--- config.mk ---
export PLATFORM = sky130hd
export DESIGN_NAME = updi_phy_ctrl
export DESIGN_NICKNAME = d
export VERILOG_FILES = /design/src/rtl/updi_phy_ctrl.sv
export SDC_FILE = /design/constraint.sdc
export NUM_CORES = 1
export LEC_CHECK = 0
export BUFFER_PORTS_ARGS = -buffer_cell sky130_fd_sc_hd__buf_2
export CAP_MARGIN = 10
export CELL_PAD_IN_SITES_DETAIL_PLACEMENT = 0
export CELL_PAD_IN_SITES_GLOBAL_PLACEMENT = 1
export CORE_UTILIZATION = 43
export CTS_BUF_LIST = sky130_fd_sc_hd__clkbuf_8
export CTS_CLUSTER_DIAMETER = 50
export DETAILED_ROUTE_END_ITERATION = 12
export PLACE_DENSITY = 0.73
export RECOVER_POWER = 100
export SYNTH_ARGS = -nofsm -noshare
export SYNTH_HDL_FRONTEND = slang
export SYNTH_SLANG_ARGS = --single-unit
export TNS_END_PERCENT = 10
--- constraint.sdc ---
create_clock -name clk -period 4.26 [get_ports clk]
set_input_delay 0.852 -clock clk [delete_from_list [all_inputs] [get_ports clk]]
set_output_delay 0.852 -clock clk [all_outputs]
set_load 0.02 [all_outputs]
--- src/rtl/updi_phy_ctrl.sv ---
// updi_phy_ctrl: byte-level UPDI PHY controller in front of the UART/UPDI bridge.
// It turns sequencer bytes into 12-bit UPDI frames on uart_tx, turns frames seen
// on uart_rx back into bytes, and drives the bridge mode select.
// Frame: start(0), 8 data bits LSB first, even parity, 2 stop bits (1).
//
// Ports
//   clk, rst_n              system clock, async active-low reset
//   tx_data/valid/ready     byte to send (valid/ready handshake)
//   rx_req, rx_len          pulse in IDLE: receive rx_len bytes (0 = no-op)
//   rx_data/valid/err       received byte strobe, err on parity/stop1 fault
//   rx_timeout              pulse when no start bit arrives in time
//   break_req               pulse in IDLE: issue a BREAK
//   busy                    high in every state except IDLE
//   mode                    bridge mode select (registered)
//   uart_tx, uart_rx        bridge tx input / bridge rx output

package updi_phy_pkg;
  typedef enum logic [1:0] {
    UPDI_BRIDGE_MODE_IDLE  = 2'd0,
    UPDI_BRIDGE_MODE_TX    = 2'd1,
    UPDI_BRIDGE_MODE_RX    = 2'd2,
    UPDI_BRIDGE_MODE_BREAK = 2'd3
  } updi_bridge_mode;
endpackage

// state     | meaning
// S_IDLE    | waiting for break_req / tx_valid / rx_req
// S_BREAK   | driving BREAK for BREAK_BITS bit times
// S_TX_BITS | shifting out the 12 frame bits
// S_GUARD   | idle-high guard after the last TX frame
// S_RX_WAIT | waiting for an armed start-bit edge, timeout running
// S_RX_BITS | sampling start, data, parity and stop1 mid-bit
module updi_phy_ctrl
  import updi_phy_pkg::*;
#(
  parameter int CLKS_PER_BIT = 100,
  parameter int BREAK_BITS   = 12,
  parameter int GUARD_BITS   = 2,
  parameter int TIMEOUT_BITS = 64
) (
  input  logic            clk,
  input  logic            rst_n,
  input  logic [7:0]      tx_data,
  input  logic            tx_valid,
  output logic            tx_ready,
  input  logic            rx_req,
  input  logic [7:0]      rx_len,
  output logic [7:0]      rx_data,
  output logic            rx_valid,
  output logic            rx_err,
  output logic            rx_timeout,
  input  logic            break_req,
  output logic            busy,
  output updi_bridge_mode mode,
  output logic            uart_tx,
  input  logic            uart_rx
);

  localparam int BRK_CYC = BREAK_BITS * CLKS_PER_BIT;
  localparam int GRD_CYC = GUARD_BITS * CLKS_PER_BIT;
  localparam int TO_CYC  = TIMEOUT_BITS * CLKS_PER_BIT;
  localparam int TMR_MAX = (BRK_CYC > GRD_CYC) ? BRK_CYC : GRD_CYC;
  localparam int TW      = $clog2(TMR_MAX + 1);
  localparam int TOW     = $clog2(TO_CYC + 1);

  localparam logic [TW-1:0]  BIT_LD  = TW'(CLKS_PER_BIT - 1);
  localparam logic [TW-1:0]  HALF_LD = TW'(CLKS_PER_BIT / 2 - 1);
  localparam logic [TW-1:0]  BRK_LD  = TW'(BRK_CYC - 1);
  localparam logic [TW-1:0]  GRD_LD  = TW'(GRD_CYC - 1);
  localparam logic [TOW-1:0] TO_LD   = TOW'(TO_CYC - 1);

  typedef enum logic [2:0] {
    S_IDLE, S_BREAK, S_TX_BITS, S_GUARD, S_RX_WAIT, S_RX_BITS
  } state_t;

  state_t          state, state_nxt;
  updi_bridge_mode mode_nxt;

  logic [TW-1:0]   tmr;
  logic [TOW-1:0]  to_cnt;
  logic [3:0]      bit_cnt;
  logic [11:0]     tx_sh;
  logic [7:0]      rx_sh;
  logic            rx_par;
  logic [7:0]      rx_left;
  logic            rx_meta, rx_s;
  logic            armed;
  logic            ready_en;   // keeps tx_ready low until the first cycle after reset
  logic            tmr_tc;
  logic            take_tx, take_rx, take_brk, rx_start;

  assign tmr_tc = (tmr == '0);

  always_ff @(posedge clk or negedge rst_n) begin
    if (!rst_n) begin
      state <= S_IDLE;
      mode  <= UPDI_BRIDGE_MODE_IDLE;
    end else begin
      state <= state_nxt;
      mode  <= mode_nxt;
    end
  end

  always_comb begin
    state_nxt = state;
    take_tx   = 1'b0;
    take_rx   = 1'b0;
    take_brk  = 1'b0;
    rx_start  = 1'b0;
    case (state)
      S_IDLE: begin
        if (break_req) begin
          take_brk  = 1'b1;
          state_nxt = S_BREAK;
        end else if (tx_valid && ready_en) begin
          take_tx   = 1'b1;
          state_nxt = S_TX_BITS;
        end else if (rx_req && (rx_len != 8'd0)) begin
          take_rx   = 1'b1;
          state_nxt = S_RX_WAIT;
        end
      end
      S_BREAK: if (tmr_tc) state_nxt = S_IDLE;
      S_TX_BITS: begin
        if (tmr_tc && (bit_cnt == 4'd11)) begin
          if (tx_valid) take_tx = 1'b1;
          else          state_nxt = S_GUARD;
        end
      end
      S_GUARD: begin
        if (tx_valid) begin
          take_tx   = 1'b1;
          state_nxt = S_TX_BITS;
        end else if (rx_req && (rx_len != 8'd0)) begin
          take_rx   = 1'b1;
          state_nxt = S_RX_WAIT;
        end else if (tmr_tc) begin
          state_nxt = S_IDLE;
        end
      end
      S_RX_WAIT: begin
        if (to_cnt == '0) begin
          state_nxt = S_IDLE;
        end else if (armed && !rx_s) begin
          rx_start  = 1'b1;
          state_nxt = S_RX_BITS;
        end
      end
      S_RX_BITS: begin
        if (tmr_tc) begin
          if ((bit_cnt == 4'd0) && rx_s)
            state_nxt = S_RX_WAIT;
          else if (bit_cnt == 4'd10)
            state_nxt = (rx_left == 8'd1) ? S_IDLE : S_RX_WAIT;
        end
      end
      default: state_nxt = S_IDLE;
    endcase
  end

  always_comb begin
    busy     = (state != S_IDLE);
    tx_ready = take_tx;
    uart_tx  = (state == S_TX_BITS) ? tx_sh[0] : 1'b1;
    case (state_nxt)
      S_BREAK:              mode_nxt = UPDI_BRIDGE_MODE_BREAK;
      S_TX_BITS, S_GUARD:   mode_nxt = UPDI_BRIDGE_MODE_TX;
      S_RX_WAIT, S_RX_BITS: mode_nxt = UPDI_BRIDGE_MODE_RX;
      default:              mode_nxt = UPDI_BRIDGE_MODE_IDLE;
    endcase
  end

  always_ff @(posedge clk or negedge rst_n) begin
    if (!rst_n) begin
      tmr        <= '0;
      to_cnt     <= '0;
      bit_cnt    <= 4'd0;
      tx_sh      <= '0;
      rx_sh      <= 8'd0;
      rx_par     <= 1'b0;
      rx_left    <= 8'd0;
      rx_meta    <= 1'b0;
      rx_s       <= 1'b0;
      armed      <= 1'b0;
      ready_en   <= 1'b0;
      rx_data    <= 8'd0;
      rx_valid   <= 1'b0;
      rx_err     <= 1'b0;
      rx_timeout <= 1'b0;
    end else begin
      ready_en   <= 1'b1;
      rx_meta    <= uart_rx;
      rx_s       <= rx_meta;
      rx_valid   <= 1'b0;
      rx_err     <= 1'b0;
      rx_timeout <= 1'b0;
      if (!tmr_tc) tmr <= tmr - TW'(1);

      if (take_tx) begin
        tx_sh   <= {2'b11, ^tx_data, tx_data, 1'b0};
        tmr     <= BIT_LD;
        bit_cnt <= 4'd0;
      end else if (take_brk) begin
        tmr <= BRK_LD;
      end else if (take_rx) begin
        rx_left <= rx_len;
        to_cnt  <= TO_LD;
        armed   <= 1'b0;
      end else begin
        case (state)
          S_TX_BITS: begin
            if (tmr_tc) begin
              if (bit_cnt == 4'd11) begin
                tmr <= GRD_LD;
              end else begin
                tx_sh   <= {1'b1, tx_sh[11:1]};
                bit_cnt <= bit_cnt + 4'd1;
                tmr     <= BIT_LD;
              end
            end
          end
          S_RX_WAIT: begin
            // arming needs rx high first: the bridge drives 0 outside RX mode
            armed <= armed | rx_s;
            if (to_cnt == '0) rx_timeout <= 1'b1;
            else              to_cnt <= to_cnt - TOW'(1);
            if (rx_start) begin
              tmr     <= HALF_LD;
              bit_cnt <= 4'd0;
            end
          end
          S_RX_BITS: begin
            if (tmr_tc) begin
              tmr     <= BIT_LD;
              bit_cnt <= bit_cnt + 4'd1;
              if (bit_cnt == 4'd0) begin
                if (rx_s) armed <= 1'b1;   // start-bit glitch; timeout keeps its count
              end else if (bit_cnt <= 4'd8) begin
                rx_sh <= {rx_s, rx_sh[7:1]};
              end else if (bit_cnt == 4'd9) begin
                rx_par <= rx_s;
              end else begin
                rx_valid <= 1'b1;
                rx_data  <= rx_sh;
                rx_err   <= (^{rx_sh, rx_par}) | ~rx_s;
                rx_left  <= rx_left - 8'd1;
                to_cnt   <= TO_LD;
                armed    <= 1'b0;
              end
            end
          end
          default: ;
        endcase
      end
    end
  end

endmodule

==> impl.org <==
** Logic synthesis
- Instance count of the mapped netlist :: 420
- In this run the cell area of the synthesized design comes to 0.00418 sq mm.
- The netlist uses 67 different library cells.
- Count of synthesis-stage warnings from yosys :: 0
- Top cell type's share of synthesized area :: 46.1%
- The synthesized design contains 0 enable-type register cells.
- Of all flip-flops after synthesis, the portion carrying an async set or reset was 100%.
- Cell taking the most area after synthesis :: dfrtp_1
- List of most frequent post-synthesis cells :: 77 x dfrtp_1, 39 x nand2_1, 29 x a21oi_1, 28 x o21ai_0, 23 x nor2_1
- Most numerous cell in the Yosys netlist :: dfrtp_1
- Synth Net Count :: 451
- By area the synthesized netlist is led by dfrtp_1 46%, mux2_2 4.6%, xnor2_1 3.6%.
- The average instance in the mapped netlist occupies 9.96 sq um.
- Prevailing post-synth register cell :: dfrtp_1
- Seq cells post-synth :: 77
- Fraction of the yosys area taken by sequential cells :: 46.1%

** Timing
- Worst-Margin Slew :: 1.91 ns
- The count of endpoints failing hold in the final timing report is 0.
- Setup repair after global routing missed its margin :: false
- Max-Slew Margin vs Limit :: -27.3%
- After layout, the worst setup slack is 0.583 ns.
- Total count of max-transition violations in the final report :: 78
- Timing would allow up to 272 MHz.
- Final setup violating endpoints :: 0
- Final-layout setup total negative slack :: 0 ns
- Worst-case clock skew :: 0.0111 ns
- After layout, the worst path uses 86.3% of the clock period.
- The clock period could shrink to 3.68 ns.

** Clock tree
- No sink is reached through more buffers than the 2 on the longest clock path.
- Clock latency reported for the late side of the worst-skew pair :: 0.35 ns
- H-tree Lvls :: 3
- Buffers added to address setup during post-CTS repair amount to 0.
- Buffers inserted to repair hold after CTS numbered 0.
- CTS Buf Count :: 9
- TritonCTS built the clock tree.
- Clock-pin slew was measured on the worst setup and hold paths at 0.08 ns.
- Root buffer cell :: clkbuf_8
- Number of sinks on the clock net :: 77
- Once the clock tree was built, the resizer swapped 0 gates to a different size.

** Flow run
- Max-cap violations in this run came to 1.

** Min path
- Worst min-delay path category :: flip-flop to flip-flop

** GRT
- Entering global routing, the biggest net connects 78 pins.
- The initial antenna violation count was 0.
- The first global-routing pass estimated 15500 um of wire.
- Overall track demand over capacity in global routing :: 19.7%
- Global routing finished with a remaining overflow of 0.
- Number of global-route vias before repair :: 3073

** Die
- Vertical die dimension :: 101 um
- 38 I/O pins were placed.
- Initial cell density of the core :: 44.8%
- Std cell rows :: 35
- After floorplanning, the core was sized to cover 0.00933 sq mm.
- Die area :: 0.0101 sq mm
- Die span in x :: 101 um

** Pwr
- VDD sags by at most 214 uV.
- Summed over all cells, the static leakage comes to 0.00200 uW.
- Total power density per cell area :: 564 mW/mm^2

** Layout
- Of the cells placed in the final design, the portion with a size suffix greater than 1 is 14.3%.
- Number of diodes :: 0
- For this run, the post-layout net count is 482.
- The area growth from synthesis to layout is 9.96%.

** Place
- Buffers placed on the I/O ports in this run total 37.
- Placement-stage worst setup slack :: 1.13 ns
- The wire-length estimate of the detail-placed layout is 6210 um.
- Routability-driven placement finished with a final weighted congestion of 0.798.

** Route
- After detailed routing, the number of vias per cell comes to 5.54.
- Remaining number of nets flagged by the antenna check after routing :: 0
- After detailed routing, the average wire length per cell comes to 15.3 um.
- Number of DRC violations after detailed routing :: 0
- In this run, the number of DRC markers left after iteration 0 of detailed routing was 207.
- Routed wire length :: 8970 um
- Summing over every cut layer, the via total after detailed routing is 3241.
- For this run, the detailed router's first-pass iteration total came to 4.

** Status
- The flow ran to the end, but the final reports show violations.
- Violations in the final reports :: capacitance limit, slew limit

** Worst setup path
- STA classifies the critical path endpoint as a flip-flop.
- Of all nets on the critical path, the largest fanout is 14.
- R2R setup slack :: 0.58 ns
- The largest individual stage delay along the critical path comes from the cell a22oi_1.
- The worst setup path is launched from a flip-flop.
- The worst setup path is of the flip-flop to flip-flop kind.
- Worst Path Required :: 4.50 ns
- Peak per-stage delay on the critical path :: 0.76 ns
- Worst path cell trace :: inv_1 -> ha_1 -> nor3b_1 -> and4b_1 -> inv_4 -> a22oi_1 -> and2_0 -> nand2_1 -> o311ai_0
- Data on the critical path arrives at its endpoint at 3.91 ns.
## layout by cell type (no fill, tap or decap), types with 7 or more instances in the layout
cell type / n
nor2_1: 24
mux2_2: 17
buf_2: 20
mux2i_1: 12
a21oi_1: 29
xnor2_1: 17
nand3_1: 17
clkbuf_8: 9
ha_1: 9
or4_1: 9
nand2_1: 39
inv_1: 19
xor2_1: 11
dfrtp_1: 77
clkbuf_1: 16
o21ai_0: 28
nor3_1: 7
## report_power, final
group / total, uW / internal (uW) / leakage [uW] / switching (uW)
Combinational: 831 / 346 / 0.000927 / 485
Sequential: 1140 / 917 / 0.000960 / 220
Clock: 624 / 333 / 0.000110 / 291
Total: 2590 / 1600 / 0.00200 / 996
## flip-flops by register name (all words and copies together), names as in the netlist, 2 cells and up
signal	flops
rx_data	8
rx_left	8
rx_sh	8
to_cnt	13
tx_sh	12
mode	2
bit_cnt	4
tmr	11
state	3
## final timing paths
check                      depth (start not counted)               endpoint               from
max in group asynchronous                          1     rx_par$_DFFE_PN0P_              rst_n
hold reg to reg                                    0         rx_s$_DFF_PN0_  rx_meta$_DFF_PN0_
hold / removal                                     0         rx_s$_DFF_PN0_  rx_meta$_DFF_PN0_
min in group asynchronous                          1       tmr[8]$_DFF_PN0_              rst_n
setup / recovery                                   9  to_cnt[5]$_DFFE_PN0P_   tmr[0]$_DFF_PN0_
setup reg to reg                                   9  to_cnt[5]$_DFFE_PN0P_   tmr[0]$_DFF_PN0_
## layout make-up
type	count	area (sq um)
Timing Repair Buffer	38	173
Tap cell	129	161
Inverter	21	81.3
Fill cell	913	4730
Clock buffer	9	124
Multi-Input combinational cell	304	2030
Clock inverter	7	98.8
Sequential cell	77	1930
## worst max-delay path: cells and delay by family, from the launching register on
kind	cells	cell delay, ns
flip-flops	1	0.42
AO/OA/AOI/OAI	2	1.06
AND/OR/NAND/NOR	4	1.68
adder cells (fa/ha/maj)	1	0.19
buffers and inverters	2	0.23
## per-layer routing
layer / share of wire (%) / up-vias / routed length [um] / global-route usage, %
met2: 45 / 61 / 4060 / 29.7
li1: - / 1571 / - / -
met5: 0 / - / 0 / 0
met1: 50 / 1602 / 4470 / 28.5
met4: 0.86 / 0 / 77 / 7.25
met3: 4.1 / 7 / 365 / 3.12
## stage by stage
| stage | cells | util (%) | power (uW) | hold WS, ns | cell area [sq um] |
|---|---|---|---|---|---|
| 2_1_floorplan | 420 | - | 1780 | 0.331 | 4180 |
| 5_1_grt | 585 | 49.3 | 2790 | 0.368 | 4600 |
| 4_1_cts | 585 | 50.1 | 2650 | 0.355 | 4670 |
| 6_report | 585 | 49.3 | 2590 | 0.354 | 4600 |
| 3_5_place_dp | 569 | 47.7 | 2010 | 0.336 | 4450 |
| 3_3_place_gp | 569 | 47.7 | 2000 | 0.335 | 4450 |
## cells by family (layout without fill, tap and decap cells)
group | Yosys count | count (layout) | synth area share [%]
AO/OA/AOI/OAI | 92 | 92 | 14.2
XOR/XNOR | 28 | 28 | 5.86
adder cells (fa/ha/maj) | 9 | 9 | 2.69
buffers and inverters | 39 | 75 | 4.10
flip-flops | 77 | 77 | 46.1
multiplexers | 29 | 29 | 7.45
other | 1 | 1 | 0.0897
AND/OR/NAND/NOR | 145 | 145 | 19.5
No activity file was read; power rests on OpenSTA's default activity.
